File: config.mk
export PLATFORM = sky130hd
export DESIGN_NAME = vermi_dma
export DESIGN_NICKNAME = d
export VERILOG_FILES = /design/src/rtl/vermi_dma_pkg.sv /design/src/rtl/vermi_sync_fifo.sv /design/src/rtl/vermi_dma.sv
export SDC_FILE = /design/constraint.sdc
export NUM_CORES = 1
export LEC_CHECK = 0
export ABC_AREA = 1
export CELL_PAD_IN_SITES_DETAIL_PLACEMENT = 0
export CELL_PAD_IN_SITES_GLOBAL_PLACEMENT = 1
export CORE_MARGIN = 5
export CORE_UTILIZATION = 30
export DETAILED_ROUTE_END_ITERATION = 7
export DONT_BUFFER_PORTS = 1
export PLACE_DENSITY = 0.63
export SETUP_SLACK_MARGIN = 0.1
export SYNTH_ARGS = -nofsm -noshare
export SYNTH_HDL_FRONTEND = slang
export SYNTH_SLANG_ARGS = --single-unit
File: constraint.sdc
create_clock -name clk -period 8.9 [get_ports clk]
set_clock_uncertainty 0.2 [all_clocks]
set_input_delay 0.89 -clock clk [delete_from_list [all_inputs] [get_ports clk]]
set_output_delay 0.89 -clock clk [all_outputs]
set_load 0.02 [all_outputs]
File: src/rtl/vermi_dma_pkg.sv
// Shared types for the Vermibus word-copy DMA: bus word/strobe types, the FSM state and alignment helpers.
package vermi_dma_pkg;

  typedef logic [31:0] word_t;
  typedef logic [3:0]  strobe_t;

  typedef enum logic [1:0] {
    IDLE,
    READ,
    WRITE,
    DONE
  } vermi_dma_state_t;

  localparam strobe_t STROBE_READ  = 4'b0000;
  localparam strobe_t STROBE_WRITE = 4'b1111;
  localparam word_t   WORD_BYTES   = 32'd4;
  localparam word_t   ALIGN_MASK   = 32'hFFFF_FFFC;

  function automatic word_t word_align(input word_t address);
    return address & ALIGN_MASK;
  endfunction

endpackage

File: src/rtl/vermi_sync_fifo.sv
// Single-clock FIFO with a combinational head; push and pop may coincide, flush empties it in one cycle.
module vermi_sync_fifo
  import vermi_dma_pkg::*;
#(
  parameter int DEPTH = 4
) (
  input  logic         clk,
  input  logic         reset,
  input  logic         push,
  input  logic         pop,
  input  logic         flush,
  input  logic [31:0]  wdata,
  output logic [31:0]  rdata,
  output logic         full,
  output logic         empty
);

  localparam int AW = (DEPTH > 1) ? $clog2(DEPTH) : 1;
  localparam int CW = $clog2(DEPTH + 1);

  word_t          mem [DEPTH];
  logic [AW-1:0]  wr_ptr;
  logic [AW-1:0]  rd_ptr;
  logic [CW-1:0]  count;
  logic           do_push;
  logic           do_pop;

  function automatic logic [AW-1:0] ptr_next(input logic [AW-1:0] ptr);
    return (ptr == AW'(DEPTH - 1)) ? '0 : ptr + 1'b1;
  endfunction

  assign full    = (count == CW'(DEPTH));
  assign empty   = (count == '0);
  assign do_push = push && !full;
  assign do_pop  = pop && !empty;
  assign rdata   = mem[rd_ptr];

  always_ff @(posedge clk) begin
    if (do_push) begin
      mem[wr_ptr] <= wdata;
    end
  end

  // Flush only rewinds the bookkeeping; stale storage is unreachable once count is zero.
  always_ff @(posedge clk or posedge reset) begin
    if (reset) begin
      wr_ptr <= '0;
      rd_ptr <= '0;
      count  <= '0;
    end else if (flush) begin
      wr_ptr <= '0;
      rd_ptr <= '0;
      count  <= '0;
    end else begin
      if (do_push) wr_ptr <= ptr_next(wr_ptr);
      if (do_pop)  rd_ptr <= ptr_next(rd_ptr);
      if (do_push && !do_pop) begin
        count <= count + 1'b1;
      end else if (!do_push && do_pop) begin
        count <= count - 1'b1;
      end
    end
  end

endmodule

File: src/rtl/vermi_dma.sv
// Vermibus word-copy DMA master: reads up to BURST_WORDS words into a FIFO, writes them out, repeats until LENGTH words moved.
module vermi_dma
  import vermi_dma_pkg::*;
#(
  parameter int BURST_WORDS  = 4,
  parameter int LENGTH_WIDTH = 16
) (
  input  logic                    clk,
  input  logic                    reset,
  input  logic                    start,
  input  logic                    abort,
  input  logic [31:0]             src_address,
  input  logic [31:0]             dst_address,
  input  logic [LENGTH_WIDTH-1:0] length,
  output logic                    busy,
  output logic                    done,
  output logic                    irq,
  input  logic                    irq_ack,
  output logic                    bus_valid,
  input  logic                    bus_ready,
  output logic [31:0]             bus_address,
  output logic [3:0]              bus_wstrobe,
  output logic [31:0]             bus_wdata,
  input  logic [31:0]             bus_rdata
);

  localparam int CW = $clog2(BURST_WORDS + 1);

  vermi_dma_state_t        state;
  word_t                   src_ptr;
  word_t                   dst_ptr;
  logic [LENGTH_WIDTH-1:0] remaining;
  logic [CW-1:0]           phase_count;
  logic                    abort_pending;

  logic  handshake;
  logic  in_transfer;
  logic  leave_on_abort;
  logic  fifo_push;
  logic  fifo_pop;
  logic  fifo_full;
  logic  fifo_empty;
  word_t fifo_head;

  assign handshake      = bus_valid && bus_ready;
  assign in_transfer    = (state == READ) || (state == WRITE);
  assign leave_on_abort = in_transfer && (abort || abort_pending) && (handshake || !bus_valid);
  assign fifo_push      = (state == READ) && handshake && !fifo_full;
  assign fifo_pop       = (state == WRITE) && handshake;
  assign busy           = (state != IDLE);
  assign bus_wdata      = ((state == WRITE) && !fifo_empty) ? fifo_head : '0;

  vermi_sync_fifo #(
    .DEPTH (BURST_WORDS)
  ) u_fifo (
    .clk   (clk),
    .reset (reset),
    .push  (fifo_push),
    .pop   (fifo_pop),
    .flush (leave_on_abort),
    .wdata (bus_rdata),
    .rdata (fifo_head),
    .full  (fifo_full),
    .empty (fifo_empty)
  );

  // phase_count tracks FIFO occupancy: counts up through a read phase, down through the matching write phase.
  // The bus request for the next word is loaded on the same edge as the handshake so transfers run back-to-back.
  always_ff @(posedge clk or posedge reset) begin
    if (reset) begin
      state         <= IDLE;
      src_ptr       <= '0;
      dst_ptr       <= '0;
      remaining     <= '0;
      phase_count   <= '0;
      abort_pending <= 1'b0;
      done          <= 1'b0;
      irq           <= 1'b0;
      bus_valid     <= 1'b0;
      bus_address   <= '0;
      bus_wstrobe   <= STROBE_READ;
    end else begin
      done <= 1'b0;
      if (irq_ack)              irq           <= 1'b0;
      if (in_transfer && abort) abort_pending <= 1'b1;

      if (leave_on_abort) begin
        state         <= IDLE;
        abort_pending <= 1'b0;
        phase_count   <= '0;
        bus_valid     <= 1'b0;
        bus_address   <= '0;
        bus_wstrobe   <= STROBE_READ;
      end else begin
        case (state)
          IDLE: begin
            if (start) begin
              if (length != '0) begin
                state       <= READ;
                src_ptr     <= word_align(src_address);
                dst_ptr     <= word_align(dst_address);
                remaining   <= length;
                phase_count <= '0;
                bus_valid   <= 1'b1;
                bus_address <= word_align(src_address);
                bus_wstrobe <= STROBE_READ;
              end else begin
                state <= DONE;
                done  <= 1'b1;
                irq   <= 1'b1;
              end
            end
          end

          READ: begin
            if (handshake) begin
              src_ptr     <= src_ptr + WORD_BYTES;
              remaining   <= remaining - 1'b1;
              phase_count <= phase_count + 1'b1;
              if (phase_count == CW'(BURST_WORDS - 1) || remaining == LENGTH_WIDTH'(1)) begin
                state       <= WRITE;
                bus_address <= dst_ptr;
                bus_wstrobe <= STROBE_WRITE;
              end else begin
                bus_address <= src_ptr + WORD_BYTES;
              end
            end
          end

          WRITE: begin
            if (handshake) begin
              dst_ptr     <= dst_ptr + WORD_BYTES;
              phase_count <= phase_count - 1'b1;
              if (phase_count == CW'(1)) begin
                if (remaining == '0) begin
                  state       <= DONE;
                  done        <= 1'b1;
                  irq         <= 1'b1;
                  bus_valid   <= 1'b0;
                  bus_address <= '0;
                  bus_wstrobe <= STROBE_READ;
                end else begin
                  state       <= READ;
                  bus_address <= src_ptr;
                  bus_wstrobe <= STROBE_READ;
                end
              end else begin
                bus_address <= dst_ptr + WORD_BYTES;
              end
            end
          end

          DONE: begin
            state <= IDLE;
          end

          default: begin
            state <= IDLE;
          end
        endcase
      end
    end
  end

endmodule

==> impl_metrics.tcl, run 1 <==
set metrics [dict create \
    outcome "completed" \
    die_y_um 229 \
    syn_area_per_cell_um2 7.76 \
    tns_ns 0 \
    final_cell_mix "nand2_1 (487), nor2_1 (313), inv_1 (129)" \
    area_growth_pct 10.3 \
    cap_violations 0 \
    reg2reg_setup_slack_ns 4.43 \
    fmax_mhz 224 \
    critical_path_class "reg -> reg" \
    fill_cells 5025 \
    grt_pass1_wl_mm 73.8 \
    worst_slew_pin_slew_ns 1.07 \
    design.die.area_um2 52400 \
    dp_cells 2390 \
    period_minus_slack_ns 4.47 \
    cp.required_ns 9.15 \
    wl_per_cell_um 20.0 \
    hp-class "in -> async" \
    cts_buffers 30 \
    syn_inst 1851 \
    cts_root_buf "clkbuf_16" \
    end_kind "register" \
    first_pass_iters 6 \
    syn_nets 1987 \
    total_power_w 0.00577 \
    grt-ovfl-total 0 \
    fin_crit_sh 0.502 \
    synthFlopType "edfxtp_1" \
    drc 0 \
    antenna_found_initial 0 \
    crit_path_max_fanout 47 \
    async_flop_share 0.492 \
    vias_per_cell 5.01 \
    portBuffers 0 \
    synth_area_um2 14400 \
    slew_viol_final 0 \
    ys_ff_latch 252 \
    grt_pass1_vias 11700 \
    cts_setup_buffers 0 \
    place_area_um2 14900 \
    dp_slack_ns 4.31 \
    arrival_ns 4.72 \
    p_per_area_nw_per_um2 364 \
    grt_max_degree 84 \
    postRouteAntennaNets 0 \
    final_common_cell "nand2_1" \
    core_area_um2 47500 \
    post_cts_resized 0 \
    finalHoldViolCount 0 \
    yosysTopAreaCell "edfxtp_1" \
    dp_hpwl_mm 33.0 \
    drive_above_1_share 0.0678 \
    rows 80 \
    cts_hold_buf 0 \
    ys_types 47 \
    cts_max_path_buffers 3 \
    vdd_ir_drop_max_uv 223 \
    diodes 0 \
    final_area_um2 15900 \
    yosysSeqAreaShare 0.483 \
    first_iter_violations 869 \
    relSlewSlack 0.287 \
    ys_warn_count 0 \
    finalSetupViolations 0 \
    clock-sinks 252 \
    rsz0062_at_grt "no" \
    final_nets 1943 \
    leakagePower_nw 6.48 \
    wl_mm 48.8 \
    cts-htree-levels 1 \
    vias 12200 \
    finalNonFillerCells 2443 \
    gp_congestion 0.839 \
    initial_utilization 0.302 \
    fin_ws_ns 4.43 \
    cts_tree "built" \
    synth_top_area_frac 0.267 \
    clock_latency_ns 0.59 \
    top_level_ports 190 \
    cp-start-kind "register" \
    grt_usage 0.180 \
    fp.dieW_um 229 \
    clkTransAtPathRegs_ns 0.06 \
    yosys-top-cells-area "edfxtp_1 (27%), dfrtp_1 (22%), nand2_1 (13%), nor2_1 (8.3%), nand3_1 (4.5%)" \
    synth_edf_count 128 \
]
==> final cells by class <==
cell class | instances | area [µm²] | share of cell area
tap | 615 | 769 | 0.0485
sequential | 252 | 6950 | 0.438
inverter | 138 | 526 | 0.0332
clock buffer | 41 | 802 | 0.0506
clock inverter | 12 | 186 | 0.0118
multi-input combinational | 1365 | 6470 | 0.408
timing repair buffer | 20 | 150 | 0.00947
==> Yosys cell counts (2+ instances only) <==
library cell,instances
clkbuf_1,51
nor2_1,317
o211ai_1,26
o211ai_2,11
nand2_2,2
nand4_1,6
buf_2,26
o22ai_1,13
inv_1,131
buf_6,5
buf_1,7
a21oi_1,113
nand3_4,2
buf_4,6
o21ai_0,128
a21oi_2,4
xnor2_1,3
dfrtp_1,124
ha_1,17
nand2_1,488
o21ai_2,10
a22oi_1,5
and2_1,2
nand3b_1,6
nand3_1,128
a31oi_1,2
o21ai_1,32
o31ai_1,3
inv_2,5
nor3_1,3
edfxtp_1,128
xor2_1,23
a22oi_2,3
nor2_2,8
==> per-stage QoR <==
stage	utilization	hold WS [ns]
floorplan	-	0.272
global placement	0.313	0.306
detailed placement	0.313	0.305
CTS	0.333	0.160
global route	0.333	0.165
finish	0.333	0.123
==> worst paths after layout <==
kind	depth (start not counted)	end	start
max in group asynchronous	2	bus_address[28]	reset
worst min register to register	2	remaining[5]	remaining[5]
min in group clk	1	irq	irq_ack
worst max register to register	12	remaining[6]	state[0]
worst min-delay path	1	dst_ptr[8]	reset
worst max-delay path	12	remaining[6]	state[0]
==> registers in the layout (all words and copies together), names as in the netlist, 3 cells and up <==
| signal | flops |
|---|---|
| u_fifo.mem | 128 |
| bus_address | 31 |
| dst_ptr | 30 |
| src_ptr | 30 |
| remaining | 16 |
| phase_count | 3 |
| u_fifo.count | 3 |
==> power by group <==
| part | switching [W] | internal [W] | leakage [nW] |
|---|---|---|---|
| logic | 0.00182 | 0.000753 | 3.32 |
| registers | 0.000397 | 0.00154 | 2.69 |
| clock network | 0.000511 | 0.000745 | 0.480 |
| total | 0.00273 | 0.00304 | 6.48 |
==> per-layer routing <==
metal / part of all wire / vias up / track usage
met5: 0 / - / 0
met4: 0.029 / 0 / 0.0487
met3: 0.067 / 65 / 0.0394
met2: 0.46 / 341 / 0.288
met1: 0.45 / 5813 / 0.247
li1: - / 6012 / -
==> logic make-up after synthesis <==
| group | count (synthesis) | share of synthesized area |
|---|---|---|
| and+or+nand+nor | 969 | 0.275 |
| AOI/OAI and AO/OA | 352 | 0.141 |
| DFF | 252 | 0.483 |
| buffers and inverters | 234 | 0.0685 |
| xor gates and xnor gates | 26 | 0.0158 |
| adders and majority gates | 18 | 0.0162 |
==> worst max-delay path: stages (launching register included) <==
cell	delay, ns
dfrtp_1	0.37
inv_1	0.09
ha_2	1.01
inv_2	0.51
o21ai_2	0.34
nand2_4	0.18
inv_4	0.19
nor2_8	0.05
nand3_4	0.40
inv_2	0.28
buf_4	0.39
o21ai_1	0.19
a22oi_2	0.06
Note: power is estimated with default switching activity, not from simulation.
==> run 2: changes to the inputs <==
Clock period 8.9 ns to 4.7 ns, I/O delays scaled along.
==> run 2 against run 1 <==
Compared with the run above:
- flip-flop and latch count stayed put
- first-iteration DRC count is 0.58% lower
- final cell count up 5.0%
- hold slack got worse by 0.080 ns
==> impl_metrics.tcl, run 2 (synthesis gave the netlist of run 1 again) <==
set metrics [dict create \
    drive_above_1_share 0.0683 \
    clock-sinks 252 \
    grt_pass1_vias 12300 \
    clkTransAtPathRegs_ns 0.06 \
    dp_hpwl_mm 33.7 \
    outcome "completed" \
    period_minus_slack_ns 3.68 \
    grt_max_degree 98 \
    cts_root_buf "clkbuf_16" \
    area_growth_pct 18.6 \
    wl_met3_mm 2.68 \
    cp-start-kind "register" \
    regMostFlops "u_fifo.mem" \
    wl_per_cell_um 19.3 \
    top_layer "met5" \
    worstPathCellList "inv_1 > ha_2 > buf_4 > nand2_2 > o21ai_2 > nand2_4 > nand2_1 > nand2_1 > nor2_1 > nand3_1 > buf_4 > a21oi_1 > nand2_1 > nand2_1" \
    wl_mm 49.6 \
    p_per_area_nw_per_um2 651 \
    critPathMostFrequentCell "nand2_1" \
    postRouteAntennaNets 0 \
    first_iter_violations 864 \
    vdd_ir_drop_max_uv 391 \
    wl_met1_mm 22.9 \
    cp.required_ns 5.03 \
    cts_tree "built" \
    relSlewSlack 0.331 \
    finalHoldViolCount 0 \
    fp.dieW_um 229 \
    cpPeakStageDelay_ns 0.59 \
    initial_utilization 0.302 \
    cp_slowest_cell "nand3_1" \
    grt-ovfl-total 0 \
    fin_ws_ns 1.02 \
    cts_max_path_buffers 3 \
    top_level_ports 190 \
    grt_usage 0.183 \
    slew_viol_final 0 \
    end_kind "register" \
    crit_buf_inv 3 \
    dp_slack_ns 1.07 \
    fin_crit_sh 0.782 \
    clock_latency_ns 0.59 \
    final_common_cell "nand2_1" \
    worst_slew_pin_slew_ns 1.00 \
    first_pass_iters 6 \
    reg2reg_setup_slack_ns 1.02 \
    tns_ns 0 \
    rows 80 \
    final_nets 2060 \
    arrival_ns 4.00 \
    vias_per_cell 4.97 \
    design.die.area_um2 52400 \
    gp_congestion 0.837 \
    crit_path_max_fanout 46 \
    cts-htree-levels 1 \
    core_area_um2 47500 \
    die_y_um 229 \
    cap_violations 0 \
    vias 12700 \
    finalSetupViolations 0 \
    top_regs "u_fifo.mem (128), bus_address (31)" \
    fmax_mhz 272 \
    cts_buffers 31 \
    final_cell_mix "nand2_1 (488), nor2_1 (313), inv_1 (129)" \
    wl_met2_mm 22.9 \
    hold_ws_ns 0.0432 \
    cts_setup_buffers 0 \
    rsz0062_at_grt "no" \
    antenna_found_initial 4 \
    largest_reg_flops 128 \
    critical_path_class "reg -> reg" \
    grt_pass1_wl_mm 75.8 \
    crit_family "simple AND/OR/NAND/NOR gates" \
    drc 0 \
    hp-class "in -> reg" \
    leakagePower_nw 7.00 \
    portBuffers 0 \
    fin_util 0.358 \
    post_cts_resized 0 \
]
## run 2: final timing paths
check | from | endpoint | cells after the start
max | state[0] | bus_address[17] | 14
min | src_address[19] | src_ptr[19] | 4
max reg2reg | state[0] | bus_address[17] | 14
min reg2reg | remaining[5] | remaining[5] | 2
max in group asynchronous | reset | remaining[12] | 3
min in group asynchronous | reset | bus_address[13] | 2
## run 2: through the flow
stage | cell area (µm²) | instances | total power (W)
global placement | 14900 | 2394 | 0.00856
floorplan | 14400 | 1851 | 0.00722
global route | 17000 | 2564 | 0.0120
finish | 17000 | 2565 | 0.0111
CTS | 17000 | 2563 | 0.0112
detailed placement | 14900 | 2394 | 0.00863
## run 2: repair_timing
action,4_1_cts,5_1_grt
setup endpoints to repair,0,0
hold endpoints to repair,330,0
hold buffers,112,0
## run 2: final cells by class
type	instances	area, µm²
fill	4980	30500
sequential	252	6950
multi-input combinational	1365	6470
timing repair buffer	136	1300
clock buffer	39	836
tap	615	769
inverter	138	526
clock inverter	18	191
antenna	2	5.00
## run 2: worst register-to-register path: stages (launching register included)
cell     delay, ns
dfrtp_1       0.38
inv_1         0.09
ha_2          0.33
buf_4         0.50
nand2_2       0.13
o21ai_2       0.12
nand2_4       0.17
nand2_1       0.10
nand2_1       0.07
nor2_1        0.12
nand3_1       0.59
buf_4         0.47
a21oi_1       0.14
nand2_1       0.13
nand2_1       0.08
## run 2: layer usage
layer,track usage,up-vias
met1,0.256,6091
met4,0.0404,4
met3,0.0311,62
li1,-,6258
met2,0.299,334
met5,0,-
## run 2: where the power goes
part	internal (W)	switching (W)	total (W)	leakage, nW
Combinational	0.00150	0.00348	0.00499	3.81
Sequential	0.00292	0.000753	0.00368	2.69
Clock	0.00143	0.00101	0.00244	0.508
Total	0.00586	0.00525	0.0111	7.00
==> run 3: changes to the inputs <==
Clock period 4.7 ns to 3.6 ns, I/O delays scaled along.
==> run 3 against run 2 <==
Compared with the run above:
- sequential share of layout area down 0.21 points
- maximum frequency up 19%
- non-clock buffer count up 13
- final area up 0.52%
- critical endpoint is now dst_ptr[28]
- largest cell class unchanged
==> impl_metrics.tcl, run 3 (synthesis gave the netlist of run 1 again) <==
set metrics [dict create \
    cts_tree "built" \
    fp.dieW_um 229 \
    wl_per_cell_um 19.1 \
    reg2reg_setup_slack_ns 0.51 \
    sequentialPowerShare 0.333 \
    area_growth_pct 19.2 \
    dp_cells 2405 \
    leakagePower_nw 7.05 \
    initial_utilization 0.302 \
    top_level_ports 190 \
    vias 12900 \
    crit_path_max_fanout 39 \
    rsz0062_at_grt "no" \
    cap_violations 0 \
    p_switching_w 0.00680 \
    cts_buffers 31 \
    clkTransAtPathRegs_ns 0.06 \
    final_cell_mix "nand2_1 (488), nor2_1 (313), inv_1 (129)" \
    gp_congestion 0.844 \
    grt_pass1_vias 12700 \
    vias_per_cell 4.98 \
    cts_hold_buf 114 \
    rows 80 \
    fill_cells 4999 \
    design.die.area_um2 52400 \
    period_minus_slack_ns 3.09 \
    drc 0 \
    finalHoldViolCount 0 \
    p_per_area_nw_per_um2 843 \
    cts_setup_buffers 0 \
    grt_usage 0.182 \
    hold_ws_ns 0.0530 \
    p_int_w 0.00764 \
    grt-ovfl-total 0 \
    clock-sinks 252 \
    vdd_ir_drop_max_uv 534 \
    final_common_cell "nand2_1" \
    cp.required_ns 3.87 \
    final_area_um2 17100 \
    post_cts_resized 0 \
    core_area_um2 47500 \
    place_area_um2 15000 \
    clock_latency_ns 0.59 \
    die_y_um 229 \
    cts_max_path_buffers 3 \
    relSlewSlack 0.479 \
    total_power_w 0.0144 \
    fin_crit_sh 0.858 \
    critical_path_class "reg -> reg" \
    sw_frac_of_total 0.471 \
    largest_reg_flops 128 \
    tns_ns 0 \
    fmax_mhz 324 \
    arrival_ns 3.36 \
    slew_viol_final 0 \
    dp_hpwl_mm 33.6 \
    grt_pass1_wl_mm 75.8 \
    postRouteAntennaNets 0 \
    regMostFlops "u_fifo.mem" \
    first_pass_iters 5 \
    end_kind "register" \
    portBuffers 0 \
    cts_root_buf "clkbuf_16" \
    finalNonFillerCells 2579 \
    grt_max_degree 125 \
    clock_power_share 0.211 \
    antenna_found_initial 4 \
    worst_slew_pin_slew_ns 0.782 \
    final_nets 2073 \
    first_iter_violations 888 \
    wl_mm 49.1 \
    cp-start-kind "register" \
    outcome "completed" \
    p_comb_frac 0.457 \
    top_regs "u_fifo.mem (128), bus_address (31)" \
    hp-class "in -> reg" \
    drive_above_1_share 0.0730 \
    cts-htree-levels 1 \
    finalSetupViolations 0 \
]
==> run 3: cell count changes in the layout (fill, tap and decap cells not counted), moves of 3 or more <==
cell      delta
clkinv_1     -4
clkbuf_1     +4
clkbuf_8     +3
buf_4        +9
==> run 3: worst max-delay path, stage by stage (launching register included) <==
cell and delay (ns):
dfrtp_1 0.41, inv_1 0.11, ha_2 0.39, nand2_2 0.12
o21ai_2 0.08, nand2_4 0.17, inv_4 0.12, nor2_8 0.13
nand3_4 0.24, inv_2 0.61, buf_4 0.27, o22ai_1 0.09
==> run 3: final timing paths <==
path,startpoint,endpoint,cells past startpoint
hold reg to reg,remaining[5],remaining[5],2
hold / removal,bus_ready,u_fifo.rd_ptr[0],4
setup / recovery,state[0],dst_ptr[28],11
max in group asynchronous,reset,u_fifo.rd_ptr[0],3
setup reg to reg,state[0],dst_ptr[28],11
min in group asynchronous,reset,dst_ptr[8],3
==> run 3: power by group through the flow <==
| stage | clock (W) | sequential (W) | combinational [W] |
|---|---|---|---|
| 2_1_floorplan | 0 | 0.00454 | 0.00488 |
| 3_3_place_gp | 0 | 0.00485 | 0.00639 |
| 3_5_place_dp | 0 | 0.00485 | 0.00648 |
| 4_1_cts | 0.00314 | 0.00481 | 0.00664 |
| 6_report | 0.00304 | 0.00480 | 0.00659 |
| 5_1_grt | 0.00325 | 0.00491 | 0.00748 |
==> run 3: area by class of cell <==
| cell class | instances | area (µm²) | area share |
|---|---|---|---|
| Antenna cell | 4 | 10.0 | 0.000584 |
| Multi-Input combinational cell | 1365 | 6470 | 0.377 |
| Clock buffer | 46 | 892 | 0.0521 |
| Timing Repair Buffer | 149 | 1430 | 0.0834 |
| Inverter | 138 | 524 | 0.0306 |
| Clock inverter | 10 | 92.6 | 0.00540 |
| Tap cell | 615 | 769 | 0.0449 |
| Sequential cell | 252 | 6950 | 0.406 |
==> run 3: per-stage QoR <==
step	worst slack [ns]	utilization
detailed placement	0.508	0.315
floorplan	0.588	-
global placement	0.590	0.315
finish	0.513	0.360
global route	0.254	0.360
CTS	0.499	0.360
==> run 3: routing by layer <==
metal  GRT usage  routed length (µm)  share of wire
met3      0.0332                2620          0.053
met2       0.299               22800           0.46
met5           0                  13        0.00026
met1       0.249               22600           0.46
met4      0.0483                1160          0.024
